==> src/rtl/ts_mixer_if.sv <==
// ts_mixer bus interface: strobe, mix controls and packed per-chip channel
// amplitudes towards the mixer; saturated stereo sample, valid and busy back.
//   master : drives ce/mode/beeper/mute/chA/chB/chC, observes left/right/valid/busy
//   slave  : the mixer side of the same signals
interface ts_mixer_if #(
    parameter int unsigned PSGS = 2,
    parameter int unsigned CW   = 12,
    parameter int unsigned OW   = 15
);
    logic                 ce;
    logic [1:0]           mode;
    logic [1:0]           beeper;
    logic [PSGS-1:0]      mute;
    logic [PSGS*CW-1:0]   chA;
    logic [PSGS*CW-1:0]   chB;
    logic [PSGS*CW-1:0]   chC;
    logic [OW-1:0]        left;
    logic [OW-1:0]        right;
    logic                 valid;
    logic                 busy;

    modport master (
        output ce, mode, beeper, mute, chA, chB, chC,
        input  left, right, valid, busy
    );

    modport slave (
        input  ce, mode, beeper, mute, chA, chB, chC,
        output left, right, valid, busy
    );
endinterface

==> src/rtl/ts_mixer.sv <==
// ts_mixer: time-multiplexed stereo mixer for the beeper and PSGS AY chips.
// A ce strobe while idle snapshots all inputs, then one chip is accumulated
// per clock, the beeper level is added, and the saturated result is
// published with a one-cycle valid pulse.
//   clock, reset : system clock, synchronous active-high reset
//   bus (slave)  : ce, mode, beeper, mute, chA/chB/chC in; left, right, valid, busy out
module ts_mixer #(
    parameter int unsigned PSGS = 2,
    parameter int unsigned CW   = 12,
    parameter int unsigned OW   = 15
) (
    input  logic        clock,
    input  logic        reset,
    ts_mixer_if.slave   bus
);
    localparam int unsigned AW = CW + 5;
    localparam int unsigned KW = (PSGS > 1) ? $clog2(PSGS) : 1;
    localparam int unsigned SW = (AW > OW) ? AW : OW;
    localparam logic [OW-1:0] OMAX = '1;

    typedef enum logic [1:0] {IDLE, ACC, BEEP, OUT} state_t;

    state_t               state;
    logic [1:0]           s_mode;
    logic [1:0]           s_beeper;
    logic [PSGS-1:0]      s_mute;
    logic [PSGS*CW-1:0]   s_a;
    logic [PSGS*CW-1:0]   s_b;
    logic [PSGS*CW-1:0]   s_c;
    logic [KW-1:0]        k;
    logic [AW-1:0]        acc_l;
    logic [AW-1:0]        acc_r;
    logic [OW-1:0]        left_q;
    logic [OW-1:0]        right_q;
    logic                 valid_q;
    logic                 busy_q;

    logic [CW-1:0]        a_k_c;
    logic [CW-1:0]        b_k_c;
    logic [CW-1:0]        c_k_c;
    logic [AW-1:0]        add_l_c;
    logic [AW-1:0]        add_r_c;
    logic [AW-1:0]        beep_lvl_c;

    function automatic logic [OW-1:0] sat(input logic [AW-1:0] v);
        if (SW'(v) > SW'(OMAX)) return OMAX;
        return OW'(v);
    endfunction

    // Per-chip contribution for the current k, routed by the snapshotted mode
    always_comb begin
        a_k_c   = s_a[k*CW +: CW];
        b_k_c   = s_b[k*CW +: CW];
        c_k_c   = s_c[k*CW +: CW];
        add_l_c = '0;
        add_r_c = '0;
        case (s_mode)
            2'd1: begin
                add_l_c = (AW'(a_k_c) << 1) + AW'(c_k_c);
                add_r_c = (AW'(b_k_c) << 1) + AW'(c_k_c);
            end
            2'd2: begin
                add_l_c = AW'(a_k_c) + AW'(b_k_c) + AW'(c_k_c);
                add_r_c = add_l_c;
            end
            default: begin
                add_l_c = (AW'(a_k_c) << 1) + AW'(b_k_c);
                add_r_c = (AW'(c_k_c) << 1) + AW'(b_k_c);
            end
        endcase
    end

    // Beeper level table, scaled to the channel width
    always_comb begin
        beep_lvl_c = '0;
        case (s_beeper)
            2'd1:    beep_lvl_c = AW'(12'd775)  << (CW - 12);
            2'd2:    beep_lvl_c = AW'(12'd3874) << (CW - 12);
            2'd3:    beep_lvl_c = AW'(12'd4095) << (CW - 12);
            default: beep_lvl_c = '0;
        endcase
    end

    // Mix sequencer: snapshot, per-chip accumulate, beeper, publish
    always_ff @(posedge clock) begin
        if (reset) begin
            state    <= IDLE;
            s_mode   <= '0;
            s_beeper <= '0;
            s_mute   <= '0;
            s_a      <= '0;
            s_b      <= '0;
            s_c      <= '0;
            k        <= '0;
            acc_l    <= '0;
            acc_r    <= '0;
            left_q   <= '0;
            right_q  <= '0;
            valid_q  <= 1'b0;
            busy_q   <= 1'b0;
        end else begin
            valid_q <= 1'b0;
            case (state)
                IDLE: begin
                    if (bus.ce) begin
                        s_mode   <= bus.mode;
                        s_beeper <= bus.beeper;
                        s_mute   <= bus.mute;
                        s_a      <= bus.chA;
                        s_b      <= bus.chB;
                        s_c      <= bus.chC;
                        acc_l    <= '0;
                        acc_r    <= '0;
                        k        <= '0;
                        busy_q   <= 1'b1;
                        state    <= ACC;
                    end
                end
                ACC: begin
                    if (!s_mute[k]) begin
                        acc_l <= acc_l + add_l_c;
                        acc_r <= acc_r + add_r_c;
                    end
                    if (k == KW'(PSGS - 1)) begin
                        state <= BEEP;
                    end else begin
                        k <= k + KW'(1);
                    end
                end
                BEEP: begin
                    acc_l <= acc_l + beep_lvl_c;
                    acc_r <= acc_r + beep_lvl_c;
                    state <= OUT;
                end
                OUT: begin
                    left_q  <= sat(acc_l);
                    right_q <= sat(acc_r);
                    valid_q <= 1'b1;
                    busy_q  <= 1'b0;
                    state   <= IDLE;
                end
                default: state <= IDLE;
            endcase
        end
    end

    assign bus.left  = left_q;
    assign bus.right = right_q;
    assign bus.valid = valid_q;
    assign bus.busy  = busy_q;
endmodule
==> src/flat_wrapper.sv <==
// flat-port wrapper written by rule: the top's interface ports become plain ports
module ts_mixer_flat 
#(
    parameter int unsigned PSGS = 2,
    parameter int unsigned CW   = 12,
    parameter int unsigned OW   = 15
)
  (clock, reset, bus_ce, bus_mode, bus_beeper, bus_mute, bus_chA, bus_chB, bus_chC, bus_left, bus_right, bus_valid, bus_busy);
  ts_mixer_if #(.PSGS(PSGS), .CW(CW), .OW(OW)) bus_i ();
  input  logic clock;
  input  logic reset;
  input wire logic [$bits(bus_i.ce)-1:0] bus_ce;
  input wire logic [$bits(bus_i.mode)-1:0] bus_mode;
  input wire logic [$bits(bus_i.beeper)-1:0] bus_beeper;
  input wire logic [$bits(bus_i.mute)-1:0] bus_mute;
  input wire logic [$bits(bus_i.chA)-1:0] bus_chA;
  input wire logic [$bits(bus_i.chB)-1:0] bus_chB;
  input wire logic [$bits(bus_i.chC)-1:0] bus_chC;
  output wire logic [$bits(bus_i.left)-1:0] bus_left;
  output wire logic [$bits(bus_i.right)-1:0] bus_right;
  output wire logic [$bits(bus_i.valid)-1:0] bus_valid;
  output wire logic [$bits(bus_i.busy)-1:0] bus_busy;
  assign bus_i.ce = bus_ce;
  assign bus_i.mode = bus_mode;
  assign bus_i.beeper = bus_beeper;
  assign bus_i.mute = bus_mute;
  assign bus_i.chA = bus_chA;
  assign bus_i.chB = bus_chB;
  assign bus_i.chC = bus_chC;
  assign bus_left = bus_i.left;
  assign bus_right = bus_i.right;
  assign bus_valid = bus_i.valid;
  assign bus_busy = bus_i.busy;
  ts_mixer #(.PSGS(PSGS), .CW(CW), .OW(OW)) u_core (.clock(clock), .reset(reset), .bus(bus_i));
endmodule
==> config.mk <==
export PLATFORM = sky130hd
export DESIGN_NAME = ts_mixer_flat
export DESIGN_NICKNAME = d
export VERILOG_FILES = /design/src/rtl/ts_mixer_if.sv /design/src/rtl/ts_mixer.sv /design/src/flat_wrapper.sv
export SDC_FILE = /design/constraint.sdc
export NUM_CORES = 1
export LEC_CHECK = 0
export BUFFER_PORTS_ARGS = -buffer_cell sky130_fd_sc_hd__clkbuf_2
export CAP_MARGIN = 20
export CORE_ASPECT_RATIO = 1.2
export CORE_MARGIN = 2
export CORE_UTILIZATION = 55
export CTS_CLUSTER_SIZE = 40
export DETAILED_ROUTE_END_ITERATION = 7
export HOLD_SLACK_MARGIN = 0.08
export PLACE_DENSITY_LB_ADDON = 0.15
export REMOVE_ABC_BUFFERS = 1
export SETUP_SLACK_MARGIN = 0.2
export SYNTH_ARGS = -nofsm -noshare
export SYNTH_HDL_FRONTEND = slang
export SYNTH_SLANG_ARGS = --single-unit
==> constraint.sdc <==
create_clock -name clock -period 18.1 [get_ports clock]
set_clock_uncertainty 0.1 [all_clocks]
set_input_delay 3.62 -clock clock [delete_from_list [all_inputs] [get_ports clock]]
set_output_delay 3.62 -clock clock [all_outputs]
set_load 0.02 [all_outputs]
Word level (Yosys, flattened, before mapping)
Index checks and enable logic that the tools add are counted.
- output and inout bits: 32
- register bits: 147
- input bits: 81
- word-level logic and storage cells: 81
- reductions and logical operators: 9
- add/subtract/negate cells: 11
- equality and inequality tests: 11
- shifts and indexed selects: 3
- muxes and demuxes: 29
- magnitude comparators: 3
- $mul: 1
- operators by type and width (kind ; count):
    $pmux 17 s3 ; 2
    $shiftx 24x6->12 ; 3
    $pmux 17 s2 ; 2
    $mux 15 ; 4
    $add 13x12->14 ; 4
    $add 17x12->17 ; 3
    $mux 17 ; 3
    $pmux 12 s3 ; 1
    $add 17x17->17 ; 2
    $gt 17x15->1 const B ; 2
    $add 12x12->13 ; 1
    $mux 1 ; 12
    $eq 2x2->1 const B ; 5
    $pmux 2 s4 ; 1
    $reduce_and 2->1 ; 4
    $eq 2x1->1 const B ; 3
    $mux 2 ; 2
    $ne 2x2->1 const B ; 2
    $pmux 1 s2 ; 2
    $reduce_bool 2->1 ; 2
    $mul 1x2->3 const B ; 1
    $reduce_and 3->1 ; 1
    $reduce_bool 3->1 ; 1
    $logic_not 2->1 ; 1
    3 further kinds ; 3

Longest topological paths before layout
- depth after elaboration: 8
- mapped depth: 29
- mapped depth without buffers: 26

Least setup slack after synthesis
Ideal clock, no wire load.
- path type: register to register
- from: register u_core.k
- to: register u_core.acc_l[14]
- setup time: 0.134 ns
- arrival: 5.590 ns
- cell stages (with the launch flop): 29
- slack: 12.276 ns
- clock period less this slack: 5.824 ns
- required time: 17.866 ns
- buffers on the path: 3
- cell sequence: dfxtp_1 clkbuf_1 clkbuf_1 buf_2 mux2i_1 inv_1 ha_1 a21o_1 a21oi_1 nor2b_1 o211ai_1 nand2_1 a41oi_1 nor2b_1 xnor2_1 ha_1 inv_1 a21oi_1 a41o_1 o41ai_2 xor2_1 a32o_1 ha_1 a21o_1 nor3_1 o211ai_1 a31oi_1 or3_1 a21oi_1
- longest elaborated chain between the ends: 8
- elaborated cells on any way between the ends: 16
- those cells by class: add/sub: 5; mul: 1; eq/ne: 1; shift: 3; mux: 5; reduce/logical: 1
- RTL lines (element ; RTL line ; text):
    start: declaration ; ts_mixer.sv:30 ; logic [KW-1:0] k;
    start signal: assignment ; ts_mixer.sv:127 ; k <= k + KW'(1);
    $mul 1x2->3 ; ts_mixer.sv:52, ts_mixer.sv:53, ts_mixer.sv:54 ;
    $shiftx 24x6->12 (on tied branches) ; ts_mixer.sv:52, ts_mixer.sv:53 ;
    $add 12x12->13 ; ts_mixer.sv:63 ; add_l_c = AW'(a_k_c) + AW'(b_k_c) + AW'(c_k_c);
    $add 17x12->17 ; ts_mixer.sv:63 ;
    $pmux 17 s2 ; ts_mixer.sv:57 ; case (s_mode)
    $add 17x17->17 ; ts_mixer.sv:121 ; acc_l <= acc_l + add_l_c;
    $mux 17 ; ts_mixer.sv:120 ; if (!s_mute[k]) begin
    $pmux 17 s3 ; ts_mixer.sv:103 ; case (state)
    end signal: assignment ; ts_mixer.sv:121 ;
    end signal: assignment ; ts_mixer.sv:131 ; acc_l <= acc_l + beep_lvl_c;
    end: declaration ; ts_mixer.sv:31 ; logic [AW-1:0] acc_l;
Several ways; a longest one is shown, not always the timed one. The select of a mux whose other input is x is not followed.
A chain may end at the register's enable or synchronous reset.

Final worst setup path
- from: register u_core.k
- to: register u_core.acc_r[14]
- longest elaborated chain between the ends: 8
- elaborated cells on any way between the ends: 16
- those cells by class: add/sub: 5; mul: 1; eq/ne: 1; shift: 3; mux: 5; reduce/logical: 1
- RTL lines (element ; RTL line ; text):
    $mul 1x2->3 ; ts_mixer.sv:52, ts_mixer.sv:53, ts_mixer.sv:54 ;
    $shiftx 24x6->12 (on tied branches) ; ts_mixer.sv:52, ts_mixer.sv:53 ;
    $add 12x12->13 ; ts_mixer.sv:63 ;
    $add 17x12->17 ; ts_mixer.sv:63 ;
    $pmux 17 s2 ; ts_mixer.sv:57 ;
    $add 17x17->17 ; ts_mixer.sv:122 ; acc_r <= acc_r + add_r_c;
    $mux 17 ; ts_mixer.sv:120 ;
    $pmux 17 s3 ; ts_mixer.sv:103 ;
    end signal: assignment ; ts_mixer.sv:122 ;
    end signal: assignment ; ts_mixer.sv:132 ; acc_r <= acc_r + beep_lvl_c;
    end: declaration ; ts_mixer.sv:32 ; logic [AW-1:0] acc_r;
Several ways; a longest one is shown, not always the timed one. The select of a mux whose other input is x is not followed.

==> results.tsv <==
metric	value	unit
worst-path-buf-inv	2	
die_w	125.6	um
finalCritPeriodShare	33.58	%
use_met2	43.59	%
io-pin-count	113	
min_period	6078	ps
dieArea	18830	um2
cts_max_path_buffers	2	
min_to	u_core.s_a[3]	
yosys.area_share.adder	13.36	%
wl	23.58	mm
synth.largest_area_cell	dfxtp_1	
first_iter_violations	380	
min_from	u_core.s_a[3]	
p_sw	683.4	uW
coreArea	17440	um2
cp-end-kind	flip-flop	
initial_core_util	55.97	%
maxSlewViolCount	0	
pwr-share-seq	25.8	%
final_cell_mix	nand2_1, a21oi_1, dfxtp_1, nor2_1, clkbuf_2	
cts-htree-levels	4	
syn_area	9762	um2
ir_drop	0.08373	mV
final.setup.tns	0	ps
tightest_slew	936.7	ps
ys_warn_count	0	
max_freq	164.5	MHz
async_reset_ff_share	0	%
slew_headroom	37.56	%
finalPower	1.667	mW
start_kind	flip-flop	
synth_top_family_by_area	compound AO/OA/AOI/OAI gates	
clockRootBuffer	clkbuf_16	
dp_slack	12030	ps
cts_sinks	147	
critPathMaxFanout	39	
grt_pass1_vias	8340	
clk_pin_slew	60	ps
holdPathStages	2	
synthCells	1248	
post_cts_buffers	0	
finalHoldViolations	0	
track_usage	25.04	%
r2r-start	u_core.k	
yosysSeqAreaShare	30.15	%
layout.nets	1509	
hold_buffers	0	
synth_xor_area_share	5.832	%
yosysUniqueCellTypes	68	
grt_busiest_layer	met2	
criticalPathCategory	flip-flop to flip-flop	
power_density	150.3	nW/um2
rsz0062_at_grt	false	
pwr-share-clk	23.9	%
viasPerCell	5.696	
rr_endpoint	u_core.acc_r[14]	
synth-seq-cells	147	
ys.flop_type	dfxtp_1	
wl_per_cell	15.13	um
path_delay_family	compound AO/OA/AOI/OAI gates	
setup_slack	12020	ps
rows	53	
insertion_delay	430	ps
cts_tree	done	
dr_total_vias	8875	
gp_congestion	0.9947	
ant_nets	0	
layout-drive-gt1-share	15.70	%
cpPeakStageDelay	930	ps
cap_violations	0	
grt_use_met3	4.183	%
grt.overflow.total	0	
muxShareOfSynthArea	5.242	%
grtUsageMet1	31.72	%
netlist_top_cells_area	dfxtp_1, ha_1, a21oi_1	
synth-simple-area-share	20.82	%
die_h	149.9	um
critPathArrivalTime	6270	ps
dp_hpwl	17.28	mm
numCtsBuffers	17	
drcViolationCount	0	
internal_power	983.4	uW
cp_slowest_cell	dfxtp_2	
antenna_cells	0	
synth_top_area_share	30.15	%
r2r.worst_path.cells	26	
synth_edf_count	0	
setup_violations	0	
post_cts_resize_count	0	
grt_first_pass_wirelength	38.94	mm
comb_power_share	50.3	%
final_common_cell	nand2_1	
rrSetupSlack	12020	ps
p_leak	4.996	nW
avgSynthCellArea	7.822	um2
grt_max_degree	80	
antenna_found_initial	0	
status	completed	
required	18290	ps
area_growth	13.60	%
synth-compound-area-share	20.97	%
holdCritPathClass	flip-flop to flip-flop	
p_sw_share	41.00	%
drtPass1Iterations	4	
port_buffers	112	
-- worst max path at each step --
stage / start / to / slack [ps] / cells past startpoint
6_report: u_core.k / u_core.acc_r[14] / 12020 / 26
5_1_grt: u_core.k / u_core.acc_r[14] / 11450 / 26
4_1_cts: u_core.k / u_core.acc_r[14] / 12040 / 26
3_5_place_dp: u_core.k / u_core.acc_l[14] / 12030 / 25
3_3_place_gp: bus_ce / u_core.acc_l[12] / 12180 / 8
2_1_floorplan: u_core.k / u_core.acc_l[14] / 12320 / 24
-- sequential cells by signal, summed over array words and instances (netlist names), 15 cells and up --
| name | cells |
|---|---|
| u_core.bus.right | 15 |
| u_core.s_b | 24 |
| u_core.acc_l | 17 |
| u_core.s_c | 24 |
| u_core.s_a | 24 |
| u_core.acc_r | 17 |
| u_core.bus.left | 15 |
-- Yosys cell counts (all sizes together), types with 4 or more instances --
cell    instances
o211ai         10
xnor2          48
o41ai           5
o21ai          37
fa              7
o21bai         11
buf             8
xor2           17
nand3          18
mux2           41
a211oi         10
a22oi          12
inv            32
or3             6
or2             6
o21a            6
ha             93
clkbuf         50
nor2b          21
nand2b          8
and2            5
dfxtp         147
a31oi          12
nor3           51
nand2         206
mux2i           5
nor2          138
a21oi         163
a211o           4
a21o           17
a22o           10
-- per-stage QoR --
step           std cells  util, %  area, um2  hold WS, ps
5_1_grt             1558    63.58      11090        368.6
2_1_floorplan       1190        -       9527        325.5
6_report            1558    63.58      11090        352.2
3_5_place_dp        1529    59.80      10430        345.0
3_3_place_gp        1529    59.80      10430        339.3
4_1_cts             1558    63.58      11090        352.8
-- cells by family after synthesis --
group	count (synthesis)
adder cells (fa/ha/maj)	100
AND/OR/NAND/NOR	473
flip-flops	147
XOR/XNOR	65
buffers and inverters	90
multiplexers	46
AO/OA/AOI/OAI	327
-- power by group through the flow --
stage,registers (mW),clock network (mW),logic [mW]
after floorplan,0.437,0,0.625
after global placement,0.434,0,0.814
after detailed placement,0.436,0,0.827
after CTS,0.430,0.404,0.836
after global routing,0.438,0.418,0.938
final,0.430,0.399,0.838
-- worst reg2reg max path: stages (launching register included) --
cell	delay [ps]
dfxtp_2	930
mux2i_1	380
inv_1	150
ha_1	300
a21o_1	180
a21oi_1	210
nor2b_1	100
o211ai_1	160
nand2_1	100
a41oi_1	270
nor2b_1	190
xnor2_1	140
ha_1	320
inv_1	130
a21oi_1	60
a41o_1	230
o41ai_2	240
xor2_1	140
a221oi_1	360
a211oi_2	80
ha_1	380
nand3_1	100
nand2_1	50
a41oi_1	280
a21oi_1	130
xnor2_1	150
nor2_1	60
-- per-layer routing --
layer / up-vias / share of wire [%]
met2: 165 / 49
met5: - / 0
met3: 26 / 3.9
li1: 4538 / -
met4: 0 / 1.8
met1: 4146 / 46
-- layout make-up --
type | count | area, um2
Clock buffer | 19 | 452.9
Clock inverter | 10 | 206.4
Fill cell | 1585 | 6351
Inverter | 32 | 120.1
Multi-Input combinational cell | 1011 | 6475
Sequential cell | 147 | 2944
Tap cell | 220 | 275.3
Timing Repair Buffer | 119 | 615.6
No activity file was read; power rests on OpenSTA's default activity.
